`src/rtl/demux_1_para_4_reg.sv`:
```
// Registered 1-to-4 demultiplexer with valid/ready flow control and a one-entry holding register per channel.
// Optional macro DEMUX_ROUND_ROBIN_EN replaces the {S1,S0} select with an internal round-robin pointer.
module demux_1_para_4_reg #(
  parameter int WIDTH = 4
) (
  input  logic             clk,
  input  logic             rst,
  input  logic [WIDTH-1:0] D,
  input  logic             S0,
  input  logic             S1,
  input  logic             in_valid,
  output logic             in_ready,
  output logic [WIDTH-1:0] Y0,
  output logic [WIDTH-1:0] Y1,
  output logic [WIDTH-1:0] Y2,
  output logic [WIDTH-1:0] Y3,
  output logic             V0,
  output logic             V1,
  output logic             V2,
  output logic             V3,
  input  logic             R0,
  input  logic             R1,
  input  logic             R2,
  input  logic             R3
);

  logic [1:0]       sel;
  logic [3:0]       r_vec;
  logic [3:0]       load;
  logic             accept;
  logic [3:0]       v_q, v_d;
  logic [WIDTH-1:0] y_q [4];
  logic [WIDTH-1:0] y_d [4];

  assign r_vec = {R3, R2, R1, R0};

`ifdef DEMUX_ROUND_ROBIN_EN
  logic [1:0] ptr_q, ptr_d;
  logic       unused_sel;

  assign unused_sel = S0 ^ S1;
  assign sel        = ptr_q;

  // The pointer only advances on accepted words, so a stall parks it on the blocked channel.
  always_comb begin
    ptr_d = ptr_q;
    if (accept) begin
      ptr_d = ptr_q + 2'd1;
    end
  end

  always_ff @(posedge clk) begin
    if (rst) begin
      ptr_q <= 2'd0;
    end else begin
      ptr_q <= ptr_d;
    end
  end
`else
  assign sel = {S1, S0};
`endif

  assign in_ready = ~v_q[sel] | r_vec[sel];
  assign accept   = in_valid & in_ready;

  genvar gi;
  generate
    for (gi = 0; gi < 4; gi++) begin : g_load
      assign load[gi] = accept & (sel == 2'(gi));
    end
  endgenerate

  // A load on the same edge as a drain wins, so the channel stays valid with the new word.
  always_comb begin
    v_d = v_q & ~r_vec;
    for (int i = 0; i < 4; i++) begin
      y_d[i] = y_q[i];
      if (load[i]) begin
        v_d[i] = 1'b1;
        y_d[i] = D;
      end
    end
  end

  always_ff @(posedge clk) begin
    if (rst) begin
      v_q <= 4'b0000;
      for (int i = 0; i < 4; i++) begin
        y_q[i] <= '0;
      end
    end else begin
      v_q <= v_d;
      for (int i = 0; i < 4; i++) begin
        y_q[i] <= y_d[i];
      end
    end
  end

  assign Y0 = y_q[0];
  assign Y1 = y_q[1];
  assign Y2 = y_q[2];
  assign Y3 = y_q[3];
  assign V0 = v_q[0];
  assign V1 = v_q[1];
  assign V2 = v_q[2];
  assign V3 = v_q[3];

endmodule

```
`config.mk`:
```
export PLATFORM = sky130hd
export DESIGN_NAME = demux_1_para_4_reg
export DESIGN_NICKNAME = d
export VERILOG_FILES = /design/src/rtl/demux_1_para_4_reg.sv
export SDC_FILE = /design/constraint.sdc
export NUM_CORES = 1
export LEC_CHECK = 0
export BUFFER_PORTS_ARGS = -buffer_cell sky130_fd_sc_hd__clkbuf_2
export CAP_MARGIN = 20
export CELL_PAD_IN_SITES_DETAIL_PLACEMENT = 1
export CELL_PAD_IN_SITES_GLOBAL_PLACEMENT = 2
export CORE_MARGIN = 1
export CORE_UTILIZATION = 24
export CTS_CLUSTER_DIAMETER = 80
export CTS_CLUSTER_SIZE = 20
export DETAILED_ROUTE_END_ITERATION = 7
export GPL_ROUTABILITY_DRIVEN = 0
export MAX_ROUTING_LAYER = met4
export PLACE_DENSITY_LB_ADDON = 0.1
export SLEW_MARGIN = 0
export SYNTH_ARGS = -nofsm -noshare
export SYNTH_HDL_FRONTEND = slang
export SYNTH_SLANG_ARGS = --single-unit
```
`constraint.sdc`:
```
create_clock -name clk -period 1.18 [get_ports clk]
set_input_delay 0.295 -clock clk [delete_from_list [all_inputs] [get_ports clk]]
set_output_delay 0.295 -clock clk [all_outputs]
set_load 0.005 [all_outputs]
```
* Word-level counts from Yosys, hierarchy flattened
Memory sizes are Yosys's and may differ from the RTL's.
Cells that the tools add are included.
** Operators by class
- Mux-type cells :: 19
- Order comparisons :: 1
- Eq/ne operators :: 3
- Reduce and logical (&&, ||, !) cells :: 1
- Bitwise logic cells :: 13
** Operators by type and width (number)
- 4-bit two-way mux :: 8
- 1-bit two-way mux :: 9
- 1-bit bitwise AND :: 5
- 1-bit OR :: 5
- 4-bit bitwise AND :: 1
- 1-bit binary-select mux with 2-bit select :: 2
- 2-bit == test (second input constant) :: 2
- 4-bit NOT :: 1
- 2-bit by 3-bit < comparator with 1-bit output (second input constant) :: 1
- 2-bit by 1-bit == test with 1-bit output (second input constant) :: 1
- 2-bit zero test :: 1
- 1-bit NOT :: 1
** Word-level totals
- RAM bits :: 16
- Memories kept :: 1
- Output and inout bits :: 21
- Input bits :: 13
- Logic and storage cells :: 39
- Bits in registers :: 4
** Memories
- y_q :: depth 4, width 4, rd ports 4, clocked after Yosys merged registers in 0, wr ports 4, RTL line 32 : logic [WIDTH-1:0] y_q [4];

* Longest topological paths before layout
Gate-level depths: netlist of the first run.
- Depth in word-level cells :: 8
- Gate-level depth with buffers :: 3
- Mapped depth without buffers :: 3

* Worst setup path after synthesis of the first run
No wires, ideal clock.
- Kind :: input to output
- From :: input S1
- To :: output in_ready
- Path buffers :: 1
- Required time :: 885 ps
- Setup slack :: -51 ps
- Stages on the path :: 2
- Arrival time :: 936 ps
- Cells stage by stage :: clkbuf_2 -> mux4_2
** Between the ends
- Cells in the longest elaborated chain, start to end :: 4
- Elaborated cells between the ends (all ways) :: 6
- Those cells by class :: mux: 4; bitwise: 2
** RTL lines
- start: declaration :: RTL line 10 : input logic S1,
- 1-bit binary-select mux with 2-bit select :: RTL line 63 : assign in_ready = ~v_q[sel] | r_vec[sel];
- 1-bit two-way mux (not written as such) :: RTL line 63
- 1-bit NOT :: RTL line 63
- 1-bit OR * :: RTL line 63
- end: declaration :: RTL line 12 : output logic in_ready,
Mark *: on every way between the ends. The rest lies on a longest branch, timed or not. The select of a mux whose other input is x is not followed.

* Worst setup path in the final report of the first run
- From :: register v_q[3]
- To :: output in_ready
** Between the ends
- Cells in the longest elaborated chain, start to end :: 4
** RTL lines
- start: declaration :: RTL line 31 : logic [3:0] v_q, v_d;
- start signal: assignment :: RTL line 92 : v_q <= v_d;
- 1-bit binary-select mux with 2-bit select :: RTL line 63
- 1-bit two-way mux (not written as such) :: RTL line 63
- 1-bit NOT :: RTL line 63
- 1-bit OR :: RTL line 63
Every way passes these cells. The select of a mux whose other input is x is not followed.

==> run summary, run 1 <==
Outcome: complete, but fails checks
Failing checks: setup timing
Setup CP Type: flip-flop to output pin
H-tree levels: 1
Hold path cells: 3
Seq/Total Area, Yosys: 48.93%
CTS tree: yes
Max-cap violations: 0
Peak supply drop: 0.0007101 V
Cell area after synthesis: 818.3 um2
CTS root buf: clkbuf_4
Initial Util: 25.95%
Post-route ant nets: 0
Final period utilization: 135.3%
Fin crit period: 1.596 ns
Setup WS post-layout: -0.4160 ns
RR Endpoint: y_q[0][3]
Hold_sp: D[0]
Multi-input gate area: 436.7 um2
Distinct cells, synth: 12
Worst EP required: 0.88 ns
Final setup vio count: 4
Worst clock skew: 0.009328 ns
Clock Sinks: 20
Total gr overflow: 0
Vias per cell: 4.159
Fmax: 0.6266 GHz
Initial antenna violation count: 0
Crit start category: flip-flop
Worst Reg-to-Reg Cells: 4
GRT Total Usage: 13.31%
Pwr Total: 1.293 mW
Final nets: 140
Design area: 1264 um2
Vias in the first global route: 749
DR iter-0 viols: 12
Lkg Pwr: 0.6289 nW
Port bufs: 33
Worst-skew pair later-pin latency: 0.30 ns
DR WL/cell: 11.68 um
Area grow syn2layout: 54.43%
Core Rows: 20
Synth Area per Inst: 10.91 um2
DP HPWL: 1525 um
Clk slew on worst S/H paths: 0.12 ns
Maximum clock path buffer count: 2
Pins Over Slew Limit: 0
Largest net degree at the start of global routing: 13
Total CTS buffers: 3
FF-to-FF Start: v_q[0]
RSZ-0062 raised after global routing: yes
Die Ht: 60.39 um
Setup crit end kind: output pin
Reg-to-reg slack, setup: -0.01 ns
Final hold violation count: 0
Share of layout cells above drive strength 1: 51.59%
Setup TNS after final layout: -0.5446 ns
FF/Latch Area: 405.4 um2
# DRC: 0
Dpl cells: 163
Hold-fix buffers, CTS: 0
Crit-path max FO: 2
Worst hold path class: input pin to flip-flop
Most frequent cells in the layout: clkbuf_2 (32), nand2b_1 (23), mux2i_1 (16), dfxtp_1 (16), buf_4 (11)
Fill count: 378
First-pass GRT wire length: 3312 um
Final WL: 1986 um
Final Non-Filler Cells: 170
Commonest non-fill, non-tap cell in the layout: clkbuf_2
N_diodes: 0
Top-Level Pins: 34
Fin Hold WS: 0.3197 ns
Total core area: 3153 um2
Hold Crit Endpoint: y_q[3][0]
Mapped Cells: 75
Chip Width: 60.39 um
Post-DP Area: 1159 um2
Mapped Nets: 88
Die area: 3647 um2
Worst EP arrival: 1.30 ns
TritonRoute pass-1 iters: 4
Vias: 707
Synth Warn #: 0
Cell Pwr Density: 1023 nW/um2
Synth Register Bits: 20
Worst slew pin tran: 0.1786 ns
Slew margin rel.: 88.10%
-- routing by layer --
metal | vias to the layer above | part of all wire (%) | track usage [%]
li1 | 359 | - | -
met1 | 325 | 45 | 14.79
met2 | 21 | 49 | 21.98
met3 | 2 | 4.4 | 4.478
met4 | 0 | 0.76 | 4.983
met5 | - | 0 | -
-- what timing repair did --
item / in CTS / in global routing
setup endpoints to repair: 7 / 12
pin swaps: 1 / 3
setup buffers: 3 / 3
resized for setup: 10 / 5
-- critical path, stage by stage (launching register included) --
cell and delay, ns:
dfxtp_2 0.37, nand2b_4 0.06, mux4_2 0.45, clkbuf_2 0.12
-- logic make-up (layout without fill, tap and decap cells) --
kind of cell / count (synthesis) / count (layout) / synth area share, %
simple gates: 31 / 31 / 24.77
flops: 20 / 20 / 48.93
mux: 17 / 17 / 22.32
compound gates: 4 / 4 / 2.447
buf+inv: 3 / 54 / 1.529
-- power breakdown --
part / total (mW) / switching (mW) / internal, mW
combinational: 0.181 / 0.0733 / 0.108
clock: 0.398 / 0.210 / 0.188
sequential: 0.714 / 0.0139 / 0.700
total: 1.29 / 0.297 / 0.996
-- cells in the mapped netlist, drive strengths merged --
master / count / area (um2)
nand2b: 25 / 156.4
a21oi: 4 / 20.02
mux4: 1 / 22.52
clkbuf: 3 / 12.51
mux2i: 16 / 160.2
dfxtp: 20 / 400.4
or3: 1 / 11.26
nand4: 1 / 6.260
nor3: 1 / 5.000
nor2b: 1 / 6.260
nand4b: 2 / 17.52
-- worst max-delay path by stage --
stage	startpoint	endpoint
after CTS	v_q[3]	in_ready
after global routing	v_q[2]	in_ready
after floorplan	S1	in_ready
after global placement	R0	in_ready
after detailed placement	R0	in_ready
final	v_q[3]	in_ready
-- state kept, by name (all words and copies together) (netlist names) --
| name | count |
|---|---|
| v_q | 4 |
| y_q | 16 |
-- through the flow --
| step | util, % | setup slack (ns) |
|---|---|---|
| 3_3_place_gp | 36.75 | -0.2185 |
| 4_1_cts | 39.52 | -0.4279 |
| 3_5_place_dp | 36.75 | -0.2155 |
| 6_report | 40.08 | -0.4160 |
| 5_1_grt | 40.08 | -0.4945 |
| 2_1_floorplan | - | -0.01679 |
-- final cells by class --
cell class	count	share of cell area, %
clock buffer	4	2.871
multi-input combinational	52	34.55
sequential	20	32.08
tap	44	4.356
timing repair buffer	50	26.14
(Power assumes the default switching activity.)
==> run 2: changes to the inputs <==
--- a/config.mk
+++ b/config.mk
@@ -15,7 +15,6 @@
 export CTS_CLUSTER_SIZE = 20
 export DETAILED_ROUTE_END_ITERATION = 7
 export GPL_ROUTABILITY_DRIVEN = 0
-export MAX_ROUTING_LAYER = met4
 export PLACE_DENSITY_LB_ADDON = 0.1
 export SLEW_MARGIN = 0
 export SYNTH_ARGS = -nofsm -noshare
==> run 2 against run 1 <==
Net effect:
- the flow still finishes with violations (setup timing)
- hold slack better by 0.0012 ns
- combinational power hardly changed
- non-clock buffer count is the same
- first-iteration DRC count grew 25%
- sequential power about the same
- routed wire length is 0.10% lower
- sequential share of layout area did not move
- die area did not move
- cell area stayed put
- global-route usage shrank 0.37 points
- via count fell by 0.28%
- core utilization stayed put
- critical path type unchanged
- largest power group unchanged
- highest routed layer unchanged
==> run summary, run 2 (synthesis results as in run 1) <==
Worst clock skew: 0.008658 ns
Worst slew pin tran: 0.1831 ns
Hold_sp: D[0]
Worst EP required: 0.88 ns
Die area: 3647 um2
Hold-fix buffers, CTS: 0
Core Rows: 20
Final Non-Filler Cells: 170
Psw: 0.2960 mW
Setup CP Type: flip-flop to output pin
Worst EP arrival: 1.30 ns
Clock power share: 30.7%
Max-cap violations: 0
Worst-skew pair later-pin latency: 0.30 ns
Register with the most flip-flops: y_q
Int Pwr: 0.9960 mW
Port bufs: 33
Total core area: 3153 um2
H-tree levels: 1
Crit-path max FO: 2
Pwr Total: 1.292 mW
Final period utilization: 135.2%
Largest net degree at the start of global routing: 13
N_diodes: 0
TritonRoute pass-1 iters: 4
# DRC: 0
Largest register FFs: 16
FF-to-FF Start: v_q[0]
Setup WS post-layout: -0.4156 ns
Post-route ant nets: 0
CTS tree: yes
First-pass GRT wire length: 3312 um
Initial Util: 25.95%
Final setup vio count: 4
Share of layout cells above drive strength 1: 51.59%
Fin Hold WS: 0.3209 ns
Setup crit end kind: output pin
Clk slew on worst S/H paths: 0.12 ns
Slew margin rel.: 87.73%
DR WL/cell: 11.67 um
Crit start category: flip-flop
Top-Level Pins: 34
Area grow syn2layout: 54.43%
Final WL: 1984 um
Chip Width: 60.39 um
Reg power frac: 55.3%
Initial antenna violation count: 0
Lkg Pwr: 0.6289 nW
Vias per cell: 4.147
Commonest non-fill, non-tap cell in the layout: clkbuf_2
Final core utilization: 40.08%
Most frequent cells in the layout: clkbuf_2 (32), nand2b_1 (23), mux2i_1 (16), dfxtp_1 (16), buf_4 (11)
Vias in the first global route: 749
Switch share: 22.91%
Final hold violation count: 0
Fmax: 0.6267 GHz
Final nets: 140
Die Ht: 60.39 um
Biggest regs: y_q: 16 flops, v_q: 4 flops
DR iter-0 viols: 15
Peak supply drop: 0.0007072 V
Comb pwr share: 14.0%
RSZ-0062 raised after global routing: yes
Dpl cells: 163
Total gr overflow: 0
Maximum clock path buffer count: 2
Total CTS buffers: 3
Pins Over Slew Limit: 0
Setup crit start: v_q[3]
Outcome: complete, but fails checks
Cell Pwr Density: 1022 nW/um2
Failing checks: setup timing
DP HPWL: 1525 um
Worst hold path class: input pin to flip-flop
Vias: 705
Clock Sinks: 20
GRT Total Usage: 12.94%
Fin crit period: 1.596 ns
CTS root buf: clkbuf_4
Worst slack, placed: -0.2155 ns
## run 2: cell counts in the layout (fill, tap and decap cells not counted)
No cell type changed its count.
## run 2: final timing paths
kind / end / slack, ns / cells past startpoint
worst max-delay path: in_ready / -0.42 / 3
worst min-delay path: y_q[3][0] / 0.32 / 3
worst min register to register: y_q[2][2] / 0.48 / 2
worst max register to register: y_q[0][2] / -0.01 / 4
## run 2: worst max-delay path: stages (launching register included)
cell and delay, ns:
dfxtp_2 0.37, nand2b_4 0.06, mux4_2 0.45, clkbuf_2 0.12
## run 2: metrics by stage
step | setup TNS, ns | instance area, um2
after floorplan | -0.01679 | 842.1
after global placement | -0.2931 | 1159
after detailed placement | -0.3679 | 1159
after CTS | -0.6278 | 1246
after global routing | -1.133 | 1264
final | -0.5429 | 1264
## run 2: power groups by stage
stage | clock network (mW) | logic (mW) | registers [mW]
6_report | 0.397 | 0.181 | 0.714
5_1_grt | 0.457 | 0.201 | 0.718
4_1_cts | 0.421 | 0.181 | 0.714
3_5_place_dp | 0 | 0.170 | 0.728
3_3_place_gp | 0 | 0.168 | 0.728
2_1_floorplan | 0 | 0.0785 | 0.730
## run 2: area by class of cell
type                       count  area [um2]
tap                           44       55.05
clock buffer                   4       36.28
fill                         378        1889
multi-input combinational     52       436.7
sequential                    20       405.4
timing repair buffer          50       330.3
## run 2: timing repair
action / in CTS / in global routing
buffers inserted: 3 / 3
setup endpoints to repair: 7 / 12
resized for setup: 10 / 5
pin swaps: 1 / 3
## run 2: metal layers
layer	track usage (%)	part of all wire, %	routed length [um]	vias up
met2	21.98	50	990	21
met4	4.983	0.76	15	0
li1	-	-	-	359
met1	14.92	45	889	323
met5	0	0	0	-
met3	4.478	4.5	89	2
